<file path="src/rtl/fcc_mem_rd_responder_if.sv">
// Bundles the FCC read-port request/beat signals and the SRAM-side read signals
// seen by one fcc_mem_rd_responder instance.
interface fcc_mem_rd_responder_if #(
  parameter int ADDR_WIDTH = 19,
  parameter int SIZE_WIDTH = 13
);
  logic                    mem_req;
  logic [ADDR_WIDTH-1:0]   mem_start_addr;
  logic [SIZE_WIDTH-1:0]   mem_size_bytes;
  logic                    mem_valid;
  logic [255:0]            mem_data;
  logic                    last;
  logic [4:0]              mem_last_valid;
  logic                    busy;
  logic                    err;
  logic                    sram_rd_en;
  logic [ADDR_WIDTH-6:0]   sram_addr;
  logic [255:0]            sram_rd_data;
  logic                    sram_gnt;

  modport slave (
    input  mem_req, mem_start_addr, mem_size_bytes, sram_rd_data, sram_gnt,
    output mem_valid, mem_data, last, mem_last_valid, busy, err, sram_rd_en, sram_addr
  );

  modport master (
    output mem_req, mem_start_addr, mem_size_bytes, sram_rd_data, sram_gnt,
    input  mem_valid, mem_data, last, mem_last_valid, busy, err, sram_rd_en, sram_addr
  );
endinterface

</file>
<file path="src/rtl/fcc_mem_rd_responder.sv">
// Serves one FCC read request at a time: issues line reads to a 32-byte-wide SRAM
// under an external grant and returns each line as one registered beat.
module fcc_mem_rd_responder #(
  parameter int ADDR_WIDTH = 19,
  parameter int SIZE_WIDTH = 13,
  parameter int LINE_BYTES = 32
) (
  input  logic                   clk,
  input  logic                   rst_n,
  fcc_mem_rd_responder_if.slave  bus
);

  localparam int OFFS = $clog2(LINE_BYTES);
  localparam int LW   = ADDR_WIDTH - OFFS;
  localparam int CW   = SIZE_WIDTH - OFFS + 1;
  localparam int DW   = 8 * LINE_BYTES;

  typedef enum logic [1:0] {IDLE, ISSUE, DRAIN} state_t;

  state_t            state_q, state_d;
  logic [LW-1:0]     line_q, line_d;
  logic [CW-1:0]     lines_q, lines_d;
  logic [CW-1:0]     issued_q, issued_d;
  logic [OFFS-1:0]   lv_q, lv_d;
  logic              busy_q, busy_d;
  logic              err_q, err_d;
  logic              rd_pend_q, rd_pend_d;
  logic              rd_last_q, rd_last_d;
  logic              valid_q, valid_d;
  logic [DW-1:0]     data_q, data_d;
  logic              last_q, last_d;
  logic [OFFS-1:0]   mlv_q, mlv_d;

  logic              rd_en;
  logic              final_issue;
  logic              size_zero;
  logic              misaligned;
  logic [CW-1:0]     lines_calc;
  logic [OFFS-1:0]   lv_calc;
  logic [DW-1:0]     masked_data;

  assign size_zero   = (bus.mem_size_bytes == '0);
  assign misaligned  = (bus.mem_start_addr[OFFS-1:0] != '0);
  // Ceiling division by the line size without a wide adder.
  assign lines_calc  = CW'(bus.mem_size_bytes[SIZE_WIDTH-1:OFFS]) + CW'(|bus.mem_size_bytes[OFFS-1:0]);
  assign lv_calc     = bus.mem_size_bytes[OFFS-1:0] - OFFS'(1);
  assign final_issue = (issued_q == lines_q - CW'(1));
  assign rd_en       = (state_q == ISSUE) && bus.sram_gnt;

  // Bytes beyond the last valid index of the final line are zeroed.
  generate
    for (genvar gi = 0; gi < LINE_BYTES; gi++) begin : g_mask
      assign masked_data[8*gi +: 8] = (OFFS'(gi) <= lv_q) ? bus.sram_rd_data[8*gi +: 8] : 8'h00;
    end
  endgenerate

  always_comb begin
    state_d   = state_q;
    line_d    = line_q;
    lines_d   = lines_q;
    issued_d  = issued_q;
    lv_d      = lv_q;
    busy_d    = busy_q;
    err_d     = 1'b0;
    rd_pend_d = rd_en;
    rd_last_d = rd_en && final_issue;
    valid_d   = rd_pend_q;
    data_d    = '0;
    last_d    = 1'b0;
    mlv_d     = '0;

    if (rd_pend_q) begin
      data_d = rd_last_q ? masked_data : bus.sram_rd_data;
      last_d = rd_last_q;
      mlv_d  = rd_last_q ? lv_q : OFFS'(LINE_BYTES - 1);
    end

    unique case (state_q)
      IDLE: begin
        if (bus.mem_req) begin
          err_d = size_zero || misaligned;
          if (!size_zero) begin
            line_d   = bus.mem_start_addr[ADDR_WIDTH-1:OFFS];
            lines_d  = lines_calc;
            lv_d     = lv_calc;
            issued_d = '0;
            busy_d   = 1'b1;
            state_d  = ISSUE;
          end
        end
      end
      ISSUE: begin
        if (rd_en) begin
          issued_d = issued_q + CW'(1);
          if (final_issue) begin
            state_d = DRAIN;
          end
        end
      end
      DRAIN: begin
        if (rd_pend_q && rd_last_q) begin
          busy_d  = 1'b0;
          state_d = IDLE;
        end
      end
      default: state_d = IDLE;
    endcase
  end

  always_ff @(posedge clk or negedge rst_n) begin
    if (!rst_n) begin
      state_q   <= IDLE;
      line_q    <= '0;
      lines_q   <= '0;
      issued_q  <= '0;
      lv_q      <= '0;
      busy_q    <= 1'b0;
      err_q     <= 1'b0;
      rd_pend_q <= 1'b0;
      rd_last_q <= 1'b0;
      valid_q   <= 1'b0;
      data_q    <= '0;
      last_q    <= 1'b0;
      mlv_q     <= '0;
    end else begin
      state_q   <= state_d;
      line_q    <= line_d;
      lines_q   <= lines_d;
      issued_q  <= issued_d;
      lv_q      <= lv_d;
      busy_q    <= busy_d;
      err_q     <= err_d;
      rd_pend_q <= rd_pend_d;
      rd_last_q <= rd_last_d;
      valid_q   <= valid_d;
      data_q    <= data_d;
      last_q    <= last_d;
      mlv_q     <= mlv_d;
    end
  end

  assign bus.sram_rd_en     = rd_en;
  assign bus.sram_addr      = (state_q == ISSUE) ? line_q + LW'(issued_q) : '0;
  assign bus.mem_valid      = valid_q;
  assign bus.mem_data       = data_q;
  assign bus.last           = last_q;
  assign bus.mem_last_valid = mlv_q;
  assign bus.busy           = busy_q;
  assign bus.err            = err_q;

endmodule

</file>
<file path="src/flat_wrapper.sv">
// flat-port wrapper written by rule: the top's interface ports become plain ports
module fcc_mem_rd_responder_flat 
#(
  parameter int ADDR_WIDTH = 19,
  parameter int SIZE_WIDTH = 13,
  parameter int LINE_BYTES = 32
)
  (clk, rst_n, bus_mem_req, bus_mem_start_addr, bus_mem_size_bytes, bus_sram_rd_data, bus_sram_gnt, bus_mem_valid, bus_mem_data, bus_last, bus_mem_last_valid, bus_busy, bus_err, bus_sram_rd_en, bus_sram_addr);
  fcc_mem_rd_responder_if #(.ADDR_WIDTH(ADDR_WIDTH), .SIZE_WIDTH(SIZE_WIDTH)) bus_i ();
  input  logic clk;
  input  logic rst_n;
  input wire logic [$bits(bus_i.mem_req)-1:0] bus_mem_req;
  input wire logic [$bits(bus_i.mem_start_addr)-1:0] bus_mem_start_addr;
  input wire logic [$bits(bus_i.mem_size_bytes)-1:0] bus_mem_size_bytes;
  input wire logic [$bits(bus_i.sram_rd_data)-1:0] bus_sram_rd_data;
  input wire logic [$bits(bus_i.sram_gnt)-1:0] bus_sram_gnt;
  output wire logic [$bits(bus_i.mem_valid)-1:0] bus_mem_valid;
  output wire logic [$bits(bus_i.mem_data)-1:0] bus_mem_data;
  output wire logic [$bits(bus_i.last)-1:0] bus_last;
  output wire logic [$bits(bus_i.mem_last_valid)-1:0] bus_mem_last_valid;
  output wire logic [$bits(bus_i.busy)-1:0] bus_busy;
  output wire logic [$bits(bus_i.err)-1:0] bus_err;
  output wire logic [$bits(bus_i.sram_rd_en)-1:0] bus_sram_rd_en;
  output wire logic [$bits(bus_i.sram_addr)-1:0] bus_sram_addr;
  assign bus_i.mem_req = bus_mem_req;
  assign bus_i.mem_start_addr = bus_mem_start_addr;
  assign bus_i.mem_size_bytes = bus_mem_size_bytes;
  assign bus_i.sram_rd_data = bus_sram_rd_data;
  assign bus_i.sram_gnt = bus_sram_gnt;
  assign bus_mem_valid = bus_i.mem_valid;
  assign bus_mem_data = bus_i.mem_data;
  assign bus_last = bus_i.last;
  assign bus_mem_last_valid = bus_i.mem_last_valid;
  assign bus_busy = bus_i.busy;
  assign bus_err = bus_i.err;
  assign bus_sram_rd_en = bus_i.sram_rd_en;
  assign bus_sram_addr = bus_i.sram_addr;
  fcc_mem_rd_responder #(.ADDR_WIDTH(ADDR_WIDTH), .SIZE_WIDTH(SIZE_WIDTH), .LINE_BYTES(LINE_BYTES)) u_core (.clk(clk), .rst_n(rst_n), .bus(bus_i));
endmodule
</file>
<file path="config.mk">
export PLATFORM = sky130hd
export DESIGN_NAME = fcc_mem_rd_responder_flat
export DESIGN_NICKNAME = d
export VERILOG_FILES = /design/src/rtl/fcc_mem_rd_responder_if.sv /design/src/rtl/fcc_mem_rd_responder.sv /design/src/flat_wrapper.sv
export SDC_FILE = /design/constraint.sdc
export NUM_CORES = 1
export LEC_CHECK = 0
export ABC_AREA = 1
export CAP_MARGIN = 5
export CORE_MARGIN = 2
export CORE_UTILIZATION = 23
export CTS_CLUSTER_SIZE = 16
export DETAILED_ROUTE_END_ITERATION = 16
export PLACE_DENSITY_LB_ADDON = 0.3
export SYNTH_ARGS = -nofsm -noshare
export SYNTH_HDL_FRONTEND = slang
export SYNTH_SLANG_ARGS = --single-unit
</file>
<file path="constraint.sdc">
create_clock -name clk -period 3.3 [get_ports clk]
set_input_delay 0.99 -clock clk [delete_from_list [all_inputs] [get_ports clk]]
set_output_delay 0.99 -clock clk [all_outputs]
set_load 0.01 [all_outputs]
</file>
# --- Yosys cells after proc, flatten, opt, wreduce, memory -nomap -nowiden ---
# Cells that the tools add are included.
word_totals:
  reg_bits: 306
  elab_cells: 127
  inputBits: 292
op_classes:
  muxes: 54
  n_reduce_logical: 14
  bitwise_logic: 1
  n_lt_le_gt_ge: 32
  add_sub_neg: 5
  n_eq_ne: 8
ops:
  columns: ["op", "count"]
  rows:
  - ["256-bit two-way mux", 2]
  - ["8-bit two-way mux", 32]
  - ["5-bit less-or-equal comparator, first input constant", 16]
  - ["4-bit by 5-bit less-or-equal comparator with 1-bit output, first input constant", 8]
  - ["9-bit two-way mux", 3]
  - ["3-bit by 5-bit less-or-equal comparator with 1-bit output, first input constant", 4]
  - ["9-bit case mux with 2 select lines", 1]
  - ["14-bit by 9-bit adder with 14-bit output", 1]
  - ["14-bit two-way mux", 1]
  - ["13-bit zero test", 1]
  - ["1-bit by 5-bit less-or-equal comparator with 1-bit output, first input constant", 2]
  - ["2-bit by 5-bit less-or-equal comparator with 1-bit output, first input constant", 2]
  - ["2-bit two-way mux", 5]
  - ["5-bit two-way mux", 2]
  - ["8-bit by 1-bit adder with 9-bit output", 1]
  - ["9-bit by 1-bit adder with 9-bit output, second input constant", 1]
  - ["9-bit equality test", 1]
  - ["9-bit by 1-bit subtractor with 9-bit output, second input constant", 1]
  - ["4-bit AND reduction", 2]
  - ["1-bit two-way mux", 6]
  - ["2-bit by 1-bit != test with 1-bit output, second input constant", 3]
  - ["2-bit case mux with 3 select lines", 1]
  - ["5-bit AND reduction", 1]
  - ["5-bit nonzero test", 1]
  - ["12 further kinds", 16]

# --- Logic depth before layout (Yosys ltp) ---
# Gate-level depths: netlist of the first run.
depth:
  ltp_word: 5
  ltp_mapped: 13

# --- Least setup slack after synthesis of the first run ---
# Ideal clock, no wire load.
synth_path:
  path_kind: "register to output"
  start: "register u_core.issued_q[0]"
  end: "output bus_sram_addr[12]"
  required_ns: 2.310
  path_stages_with_launch: 10
  slack_ns: 0.516
  arrival_time_ns: 1.794
  cell_sequence: "dfrtp_1 ha_1 fa_1 nand3_1 nand2_1 nand3_1 o211ai_1 nand2_1 nand2_1 nor2_1"
synth_between:
  elab_chain_cells: 2
synth_lines:
  columns: ["item", "line_no", "text"]
  rows:
  - ["start: declaration", "fcc_mem_rd_responder.sv:23", "logic [CW-1:0] issued_q, issued_d;"]
  - ["start signal: assignment", "fcc_mem_rd_responder.sv:129", "issued_q <= issued_d;"]
  - ["14-bit by 9-bit adder with 14-bit output", "fcc_mem_rd_responder.sv:143", "assign bus.sram_addr = (state_q == ISSUE) ? line_q + LW'(issued_q) : '0;"]
  - ["14-bit two-way mux", "fcc_mem_rd_responder.sv:143", null]
  - ["end: declaration", "flat_wrapper.sv:24", "output wire logic [$bits(bus_i.sram_addr)-1:0] bus_sram_addr;"]
# Every way passes these cells.

# --- Worst setup path in the final report of the first run ---
layout_path:
  start: "register u_core.line_q[3]"
  end: "output bus_sram_addr[5]"
layout_between:
  elab_chain_cells: 2
layout_lines:
  columns: ["item", "line_no", "text"]
  rows:
  - ["start: declaration", "fcc_mem_rd_responder.sv:21", "logic [LW-1:0] line_q, line_d;"]
  - ["start signal: assignment", "fcc_mem_rd_responder.sv:127", "line_q <= line_d;"]
  - ["14-bit by 9-bit adder with 14-bit output", "fcc_mem_rd_responder.sv:143", null]
  - ["14-bit two-way mux", "fcc_mem_rd_responder.sv:143", null]
# Every way passes these cells.

==> impl_metrics.json, run 1 <==
{
  "crit_arrival_ns": 2.23,
  "clock.fmax_mhz": 310.2,
  "finalNetCount": 2221,
  "hpwlAfterDp_um": 35940,
  "p_leak_nw": 10.17,
  "cts_tree": "done",
  "cp_cell_sequence": "ha_4 > nand2_1 > nor2_2 > nand2_1 > o211ai_1 > xnor2_1 > nor2_1 > dlygate4sd2_1",
  "row_count": 83,
  "drt_wl_total_um": 45210,
  "die_h_um": 231.5,
  "finalWorstSetupSlack_ns": 0.07614,
  "final_antenna_net_count": 0,
  "design_area_um2": 20060,
  "die-area_um2": 53600,
  "finalSetupViolCount": 0,
  "ys_ff_latch": 306,
  "syn_area_per_cell_um2": 9.272,
  "dpl_worst_slack_ns": 0.1019,
  "start_util_pct": 23.25,
  "yosysTopAreaCellShare_pct": 64.32,
  "design.portCount": 572,
  "critPathKind": "reg -> out",
  "drc": 0,
  "synth_area_leaders": "dfrtp_1 (64%), nor2_1 (10%), inv_1 (8.4%), nand2_1 (6.3%), ha_1 (1.5%)",
  "synth_cells": 1284,
  "first_global_vias": 10820,
  "port_buffers": 571,
  "synthFlopType": "dfrtp_1",
  "grt_max_degree": 68,
  "startpoint_type": "flop",
  "numCtsBuffers": 36,
  "slew_headroom_pct": 40.92,
  "overflow": 0,
  "drt-initial-drc-count": 510,
  "fillers": 5090,
  "post-route-period-util_pct": 97.69,
  "antenna_cells": 0,
  "cts_sinks": 306,
  "max-vdd-ir-drop_uv": 244.1,
  "worst_pin_slew_ns": 0.8747,
  "grt_antenna_before_repair": 1,
  "gp_congestion": 0.8868,
  "drive_above_1_share_pct": 8.351,
  "place_area_um2": 18710,
  "cts.hold.buffers_added": 0,
  "hp-class": "in -> async",
  "clk_path_buf_depth": 3,
  "synth_top_cell_by_area": "dfrtp_1",
  "skew_ns": 0.01179,
  "insertion_delay_ns": 0.54,
  "rsz0062_at_grt": "yes",
  "whs_ns": 0.4194,
  "area_growth_pct": 68.50,
  "status": "finished clean",
  "power.density_nw_per_um2": 416.1,
  "synth_fp_nets": 1591,
  "core-area_um2": 51200,
  "cpPeakStageDelay_ns": 0.41,
  "first_pass_iters": 5,
  "power_mw": 8.347,
  "required_ns": 2.31,
  "ys_seq_area_share_pct": 64.32,
  "end_kind": "primary output",
  "synth_cell_types": 42,
  "vias": 10440,
  "cts_root_buf": "clkbuf_16",
  "netlist_area_um2": 11910,
  "grtUsageTotal_pct": 16.47,
  "ys_async_sr_fraction_pct": 100.0,
  "wl_per_cell_um": 17.26,
  "worst_path_max_delay_cell": "dfrtp_1",
  "drv_cap": 0,
  "yosysMostFrequentCell": "nor2_1",
  "grt_pass1_wl_um": 66860,
  "synth_edf_count": 0,
  "path_max_fanout": 6,
  "final_max_slew_viol_count": 0,
  "via_per_inst": 3.984,
  "min_period_ns": 3.224,
  "hold_viol": 0,
  "die_x_um": 231.5,
  "yosys_warnings": 0,
  "final_util_pct": 39.18,
  "synth_common_cells": "nor2_1 (318), dfrtp_1 (306), inv_1 (267)",
  "path_clk_slew_ns": 0.06,
  "h-tree-depth": 2,
  "critPathMostFrequentCell": "nand2_1"
}
==> cell families after synthesis <==
kind of cell	count (synthesis)	share of synthesized area, %
compound gates	81	4.404
xor+xnor	13	0.9564
fa+ha+maj	15	1.640
buf+inv	293	9.385
flops	306	64.32
simple gates	576	19.30
==> critical path: cells and delay by family, from the launching register on <==
kind / cells / cell delay, ns
xor gates and xnor gates: 1 / 0.16
buffers and inverters: 1 / 0.30
DFF: 1 / 0.41
and+or+nand+nor: 4 / 0.38
adders and majority gates: 1 / 0.31
AOI/OAI and AO/OA: 1 / 0.13
==> registers in the layout, summed over array words and instances, names as in the netlist <==
| register | count |
|---|---|
| u_core.lv_q | 5 |
| u_core.line_q | 14 |
| u_core.bus.mem_valid | 1 |
| u_core.bus.mem_data | 256 |
| u_core.rd_pend_q | 1 |
| u_core.lines_q | 9 |
| u_core.rd_last_q | 1 |
| u_core.state_q | 2 |
| u_core.issued_q | 9 |
| u_core.bus.busy | 1 |
| u_core.bus.mem_last_valid | 5 |
| u_core.bus.err | 1 |
| u_core.bus.last | 1 |
==> per-layer routing <==
layer  track usage (%)  routed length (um)  share of wire (%)
met4             3.286                 655                1.4
met3             4.208                3075                6.8
met5                 0                   0                  0
met2             31.14               24190                 54
met1             18.53               17290                 38
==> layout make-up <==
cell class	count	area, um2	share of cell area (%)
clock inverters	15	188.9	0.9418
well taps	680	850.8	4.241
inverters	276	1036	5.164
clock buffers	49	1030	5.133
multi-input cells	685	3284	16.37
flip-flops and latches	306	7661	38.19
repair buffers	609	6010	29.96
==> metrics by stage <==
step	setup TNS, ns	instances
global route	-0.07882	2620
global placement	0	2553
CTS	0	2617
floorplan	0	1284
detailed placement	0	2553
finish	0	2620
==> power breakdown <==
part           switching (mW)  internal [mW]  total (mW)
combinational           0.178          0.339       0.517
sequential                  0           3.75        3.75
clock                    1.64           2.44        4.08
total                    1.81           6.53        8.35
==> path summary, 6_finish.rpt <==
kind,from,end,slack (ns),cells past startpoint
max in group asynchronous,rst_n,u_core.bus.mem_data[55],2.05,2
max,u_core.line_q[3],bus_sram_addr[5],0.08,8
min in group clk,u_core.bus.busy,u_core.bus.busy,0.50,2
min reg2reg,u_core.bus.busy,u_core.bus.busy,0.50,2
min,rst_n,u_core.bus.mem_data[97],0.42,1
max reg2reg,u_core.rd_last_q,u_core.bus.mem_data[19],1.10,5
==> placed cells by master, fill, tap and decap left out, drive strengths merged, types with 2 or more instances in the layout <==
master	n
clkinv	9
dfrtp	306
a21oi	24
ha	14
o211ai	3
nand3	30
clkdlybuf4s50	557
dlygate4sd2	4
or2	2
clkbuf	51
o21bai	3
nand3b	2
o21ai	37
o22ai	2
nand4	9
nand2	203
a31oi	2
clkinvlp	2
inv	277
o31ai	5
nor2	320
a41oi	2
nor3	9
buf	46
xor2	7
xnor2	6
bufinv	3
==> what timing repair did <==
action	CTS	global route
pin swaps	4	7
buffers inserted	0	3
setup endpoints to repair	13	10
resized for setup	47	26
Power figures use the tool's default switching activity.
==> inputs of run 2 (changes only) <==
CORE_AREA = 2 2 219 221   (was unset)
CORE_MARGIN = unset   (was 2)
CORE_UTILIZATION = unset   (was 23)
DIE_AREA = 0 0 221 223   (was unset)
SLEW_MARGIN = 20   (was unset)
==> impl_metrics.json, run 2 (synthesized netlist as in run 1, its figures left out) <==
{
  "power.density_nw_per_um2": 433.5,
  "drv_cap": 0,
  "vias": 10480,
  "seqPwrFrac_pct": 42.9,
  "max-vdd-ir-drop_uv": 329.2,
  "finalSetupViolCount": 0,
  "first_global_vias": 10940,
  "drc": 0,
  "grt_antenna_before_repair": 8,
  "overflow": 0,
  "skew_ns": 0.009268,
  "insertion_delay_ns": 0.53,
  "clk_path_buf_depth": 3,
  "end_kind": "primary output",
  "start_util_pct": 25.25,
  "mostFrequentLayoutCell": "clkdlybuf4s50_1",
  "cts_tree": "done",
  "r2r_cells": 8,
  "die-area_um2": 49280,
  "required_ns": 2.31,
  "cts_sinks": 306,
  "r2r_end": "u_core.bus.mem_data[253]",
  "grt_pass1_wl_um": 67600,
  "rrSetupSlack_ns": 1.06,
  "die_x_um": 221,
  "hold_viol": 0,
  "rsz0062_at_grt": "yes",
  "clock.fmax_mhz": 312.5,
  "switching_power_mw": 1.811,
  "largest_reg_flops": 256,
  "drt-initial-drc-count": 616,
  "cts.hold.buffers_added": 0,
  "first_pass_iters": 5,
  "finalNetCount": 2222,
  "slew_headroom_pct": 45.48,
  "hp-class": "in -> async",
  "cts_root_buf": "clkbuf_16",
  "via_per_inst": 4.091,
  "wl_per_cell_um": 17.66,
  "worstReg2RegStart": "u_core.lv_q[3]",
  "dpl_worst_slack_ns": 0.08993,
  "grt_max_degree": 81,
  "area_growth_pct": 69.59,
  "h-tree-depth": 2,
  "finalNonFillerCells": 2563,
  "worst_pin_slew_ns": 0.8123,
  "final_antenna_net_count": 0,
  "final_util_pct": 42.82,
  "critPathKind": "reg -> out",
  "path_clk_slew_ns": 0.06,
  "final_max_slew_viol_count": 0,
  "finalWorstSetupSlack_ns": 0.09988,
  "status": "finished clean",
  "whs_ns": 0.4685,
  "port_buffers": 571,
  "drt_wl_total_um": 45280,
  "pwr-share-clk_pct": 51.1,
  "drive_above_1_share_pct": 8.488,
  "die_h_um": 223,
  "intPower_mw": 6.940,
  "place_inst": 2482,
  "startpoint_type": "flop",
  "post-route-period-util_pct": 96.97,
  "gp_congestion": 0.8915,
  "design.portCount": 572,
  "min_period_ns": 3.200,
  "grtUsageTotal_pct": 18.07,
  "final_cell_mix": "clkdlybuf4s50_1 (557), nor2_1 (315), dfrtp_1 (303), inv_1 (267), nand2_1 (194)",
  "comb_power_share_pct": 6.0,
  "switching_share_pct": 20.70,
  "numCtsBuffers": 37,
  "p_leak_nw": 10.24,
  "hpwlAfterDp_um": 35640,
  "crit_arrival_ns": 2.21,
  "row_count": 80,
  "core-area_um2": 47150,
  "path_max_fanout": 7
}
==> run 2: changes by cell type in the layout (fill, tap and decap cells not counted), sizes merged <==
cell,before,now
bufinv,3,5
clkinvlp,2,1
buf,46,44
clkdlybuf4s15,0,1
clkinv,9,4
diode,0,4
clkbuf,51,58
dlygate4sd2,4,6
==> run 2: metal layers <==
layer / global-route usage [%] / routed length (um)
met1: 20.18 / 17330
met2: 32.98 / 23550
met3: 5.308 / 3102
met4: 5.651 / 1241
met5: 0 / 57
==> run 2: worst max-delay path, stage by stage, from the launching register on <==
cell and delay, ns:
dfrtp_2 0.43, ha_4 0.32, nand2_2 0.09, nor2_4 0.11, nand2_1 0.07, o211ai_1 0.13, xnor2_1 0.17, nor2_1 0.06
dlygate4sd2_1 0.29
==> run 2: power by group through the flow <==
stage	clock network, mW	logic (mW)	registers, mW
final	4.48	0.523	3.75
after global routing	4.74	0.577	3.75
after CTS	4.60	0.533	3.75
after detailed placement	0	0.528	3.82
after global placement	0	0.524	3.82
after floorplan	0	0.0620	3.82
==> run 2: worst max-delay path by stage <==
stage / start / end / cells past startpoint / slack [ns]
6_report: u_core.issued_q[2] / bus_sram_addr[5] / 8 / 0.1
5_1_grt: u_core.line_q[0] / bus_sram_addr[12] / 10 / -0.06
4_1_cts: u_core.issued_q[5] / bus_sram_addr[11] / 9 / 0.01
3_5_place_dp: u_core.issued_q[0] / bus_sram_addr[12] / 10 / 0.09
3_3_place_gp: u_core.issued_q[0] / bus_sram_addr[12] / 10 / 0.07
2_1_floorplan: u_core.issued_q[0] / bus_sram_addr[12] / 9 / 0.52
==> run 2: layout make-up <==
type | instances | area, um2
Tap cell | 615 | 769.5
Multi-Input combinational cell | 685 | 3306
Clock inverter | 11 | 190.2
Sequential cell | 306 | 7661
Timing Repair Buffer | 609 | 6043
Inverter | 276 | 1036
Antenna cell | 4 | 10.01
Clock buffer | 57 | 1174
Fill cell | 4614 | 26960
==> run 2: timing repair <==
item                       in CTS  in global routing
hold endpoints to repair        0                  0
pin swaps                       5                 13
buffers inserted                3                  6
setup endpoints to repair      13                  9
resized for setup              50                 20
==> run 2: stage by stage <==
stage / setup TNS [ns] / instance area, um2 / total power [mW]
floorplan: 0 / 11910 / 3.884
global route: -0.07419 / 20190 / 9.062
CTS: 0 / 20080 / 8.881
finish: 0 / 20190 / 8.751
detailed placement: 0 / 18610 / 4.349
global placement: 0 / 18610 / 4.345
==> inputs of run 3 (changes only) <==
CELL_PAD_IN_SITES_DETAIL_PLACEMENT = 0   (was unset)
CELL_PAD_IN_SITES_GLOBAL_PLACEMENT = 1   (was unset)
CORE_AREA = 2 2 225 227   (was 2 2 219 221)
DIE_AREA = 0 0 227 229   (was 0 0 221 223)
SKIP_CTS_REPAIR_TIMING = 1   (was unset)
==> impl_metrics.json, run 3 (synthesized netlist as in run 1, its figures left out) <==
{
  "cp_cell_sequence": "ha_2 > fa_2 > nand3_2 > nand2_2 > nand3_1 > o211ai_1 > buf_4 > nor2_2 > nor2_2 > dlymetal6s2s_1",
  "path_max_fanout": 2,
  "core-area_um2": 49660,
  "final_antenna_net_count": 0,
  "cts_tree": "done",
  "hold_viol": 0,
  "grt_max_degree": 89,
  "fin_setup_tns_ns": 0,
  "die_h_um": 229,
  "clk_path_buf_depth": 3,
  "grt_antenna_before_repair": 1,
  "grtUsageTotal_pct": 17.98,
  "max-vdd-ir-drop_uv": 283.6,
  "finalNetCount": 2227,
  "die-area_um2": 51980,
  "dpl_worst_slack_ns": -0.02753,
  "wl_per_cell_um": 18.30,
  "p_leak_nw": 10.37,
  "largest_reg_flops": 256,
  "end_kind": "primary output",
  "cts_sinks": 306,
  "rsz0062_at_grt": "yes",
  "rrSetupSlack_ns": 1.08,
  "whs_ns": 0.3494,
  "crit_arrival_ns": 2.29,
  "drt-initial-drc-count": 498,
  "skew_ns": 0.01871,
  "status": "finished clean",
  "place_area_um2": 18720,
  "start_util_pct": 23.97,
  "clock.fmax_mhz": 305.1,
  "drt_wl_total_um": 47970,
  "slew_headroom_pct": 42.43,
  "power.density_nw_per_um2": 431.3,
  "critPathKind": "reg -> out",
  "port_buffers": 571,
  "finalSetupViolCount": 0,
  "critPathMostFrequentCell": "nor2_2",
  "cpPeakStageDelay_ns": 0.38,
  "grt_pass1_wl_um": 68920,
  "gp_congestion": 0.8472,
  "final_cell_mix": "clkdlybuf4s50_1 (557), nor2_1 (312), dfrtp_1 (306), inv_1 (267), nand2_1 (195)",
  "min_period_ns": 3.277,
  "drv_cap": 0,
  "row_count": 82,
  "path_clk_slew_ns": 0.05,
  "cts_root_buf": "clkbuf_16",
  "multiInputGateArea_um2": 3299,
  "via_per_inst": 3.988,
  "area_growth_pct": 70.31,
  "hpwlAfterDp_um": 38000,
  "design.portCount": 572,
  "overflow": 0,
  "final_max_slew_viol_count": 0,
  "drc": 0,
  "vias": 10460,
  "mostFrequentLayoutCell": "clkdlybuf4s50_1",
  "first_pass_iters": 4,
  "required_ns": 2.31,
  "die_x_um": 227,
  "post-route-period-util_pct": 99.32,
  "final_util_pct": 40.83,
  "fillers": 4961,
  "first_global_vias": 10920,
  "hp-class": "in -> async",
  "h-tree-depth": 2,
  "worst_pin_slew_ns": 0.8578,
  "worst_path_max_delay_cell": "dfrtp_1",
  "finalWorstSetupSlack_ns": 0.02259,
  "numCtsBuffers": 38,
  "drive_above_1_share_pct": 8.522,
  "startpoint_type": "flop",
  "insertion_delay_ns": 0.55,
  "design_area_um2": 20280,
  "seqCellArea_um2": 7657
}
-- run 3: layer usage --
layer	wire [um]	global-route usage (%)
met5	0	0
met2	25420	33.77
met1	17690	19.31
met3	3707	5.337
met4	1157	4.882
-- run 3: path summary, 6_finish.rpt --
path	start	to	cells after the start
setup reg to reg	u_core.rd_last_q	u_core.bus.mem_data[16]	5
max in group asynchronous	rst_n	u_core.bus.mem_data[212]	2
setup / recovery	u_core.issued_q[0]	bus_sram_addr[12]	10
hold reg to reg	u_core.bus.busy	u_core.bus.busy	2
hold / removal	rst_n	u_core.bus.mem_data[114]	1
min in group clk	u_core.bus.busy	u_core.bus.busy	2
-- run 3: through the flow --
stage / std cells / power, mW
floorplan: 1284 / 3.884
global placement: 2549 / 4.336
detailed placement: 2549 / 4.341
CTS: 2617 / 8.897
global route: 2621 / 9.104
finish: 2622 / 8.745
-- run 3: final cells by class --
| type | count | area share (%) |
|---|---|---|
| repair buffers | 613 | 29.97 |
| inverters | 276 | 5.110 |
| multi-input cells | 685 | 16.27 |
| diodes | 2 | 0.02468 |
| well taps | 672 | 4.147 |
| clock buffers | 56 | 5.671 |
| clock inverters | 12 | 1.043 |
| flip-flops and latches | 306 | 37.77 |
-- run 3: critical path: cells and delay by family (launching register included) --
family / cells / cell delay [ns]
adders and majority gates: 2 / 0.57
DFF: 1 / 0.38
and+or+nand+nor: 5 / 0.37
buffers and inverters: 2 / 0.32
AOI/OAI and AO/OA: 1 / 0.12
-- run 3: power breakdown --
group          leakage, nW  internal [mW]  switching (mW)  total (mW)
combinational         5.49          0.335           0.178       0.513
sequential            4.20           3.75               0        3.75
clock                0.671           2.81            1.67        4.48
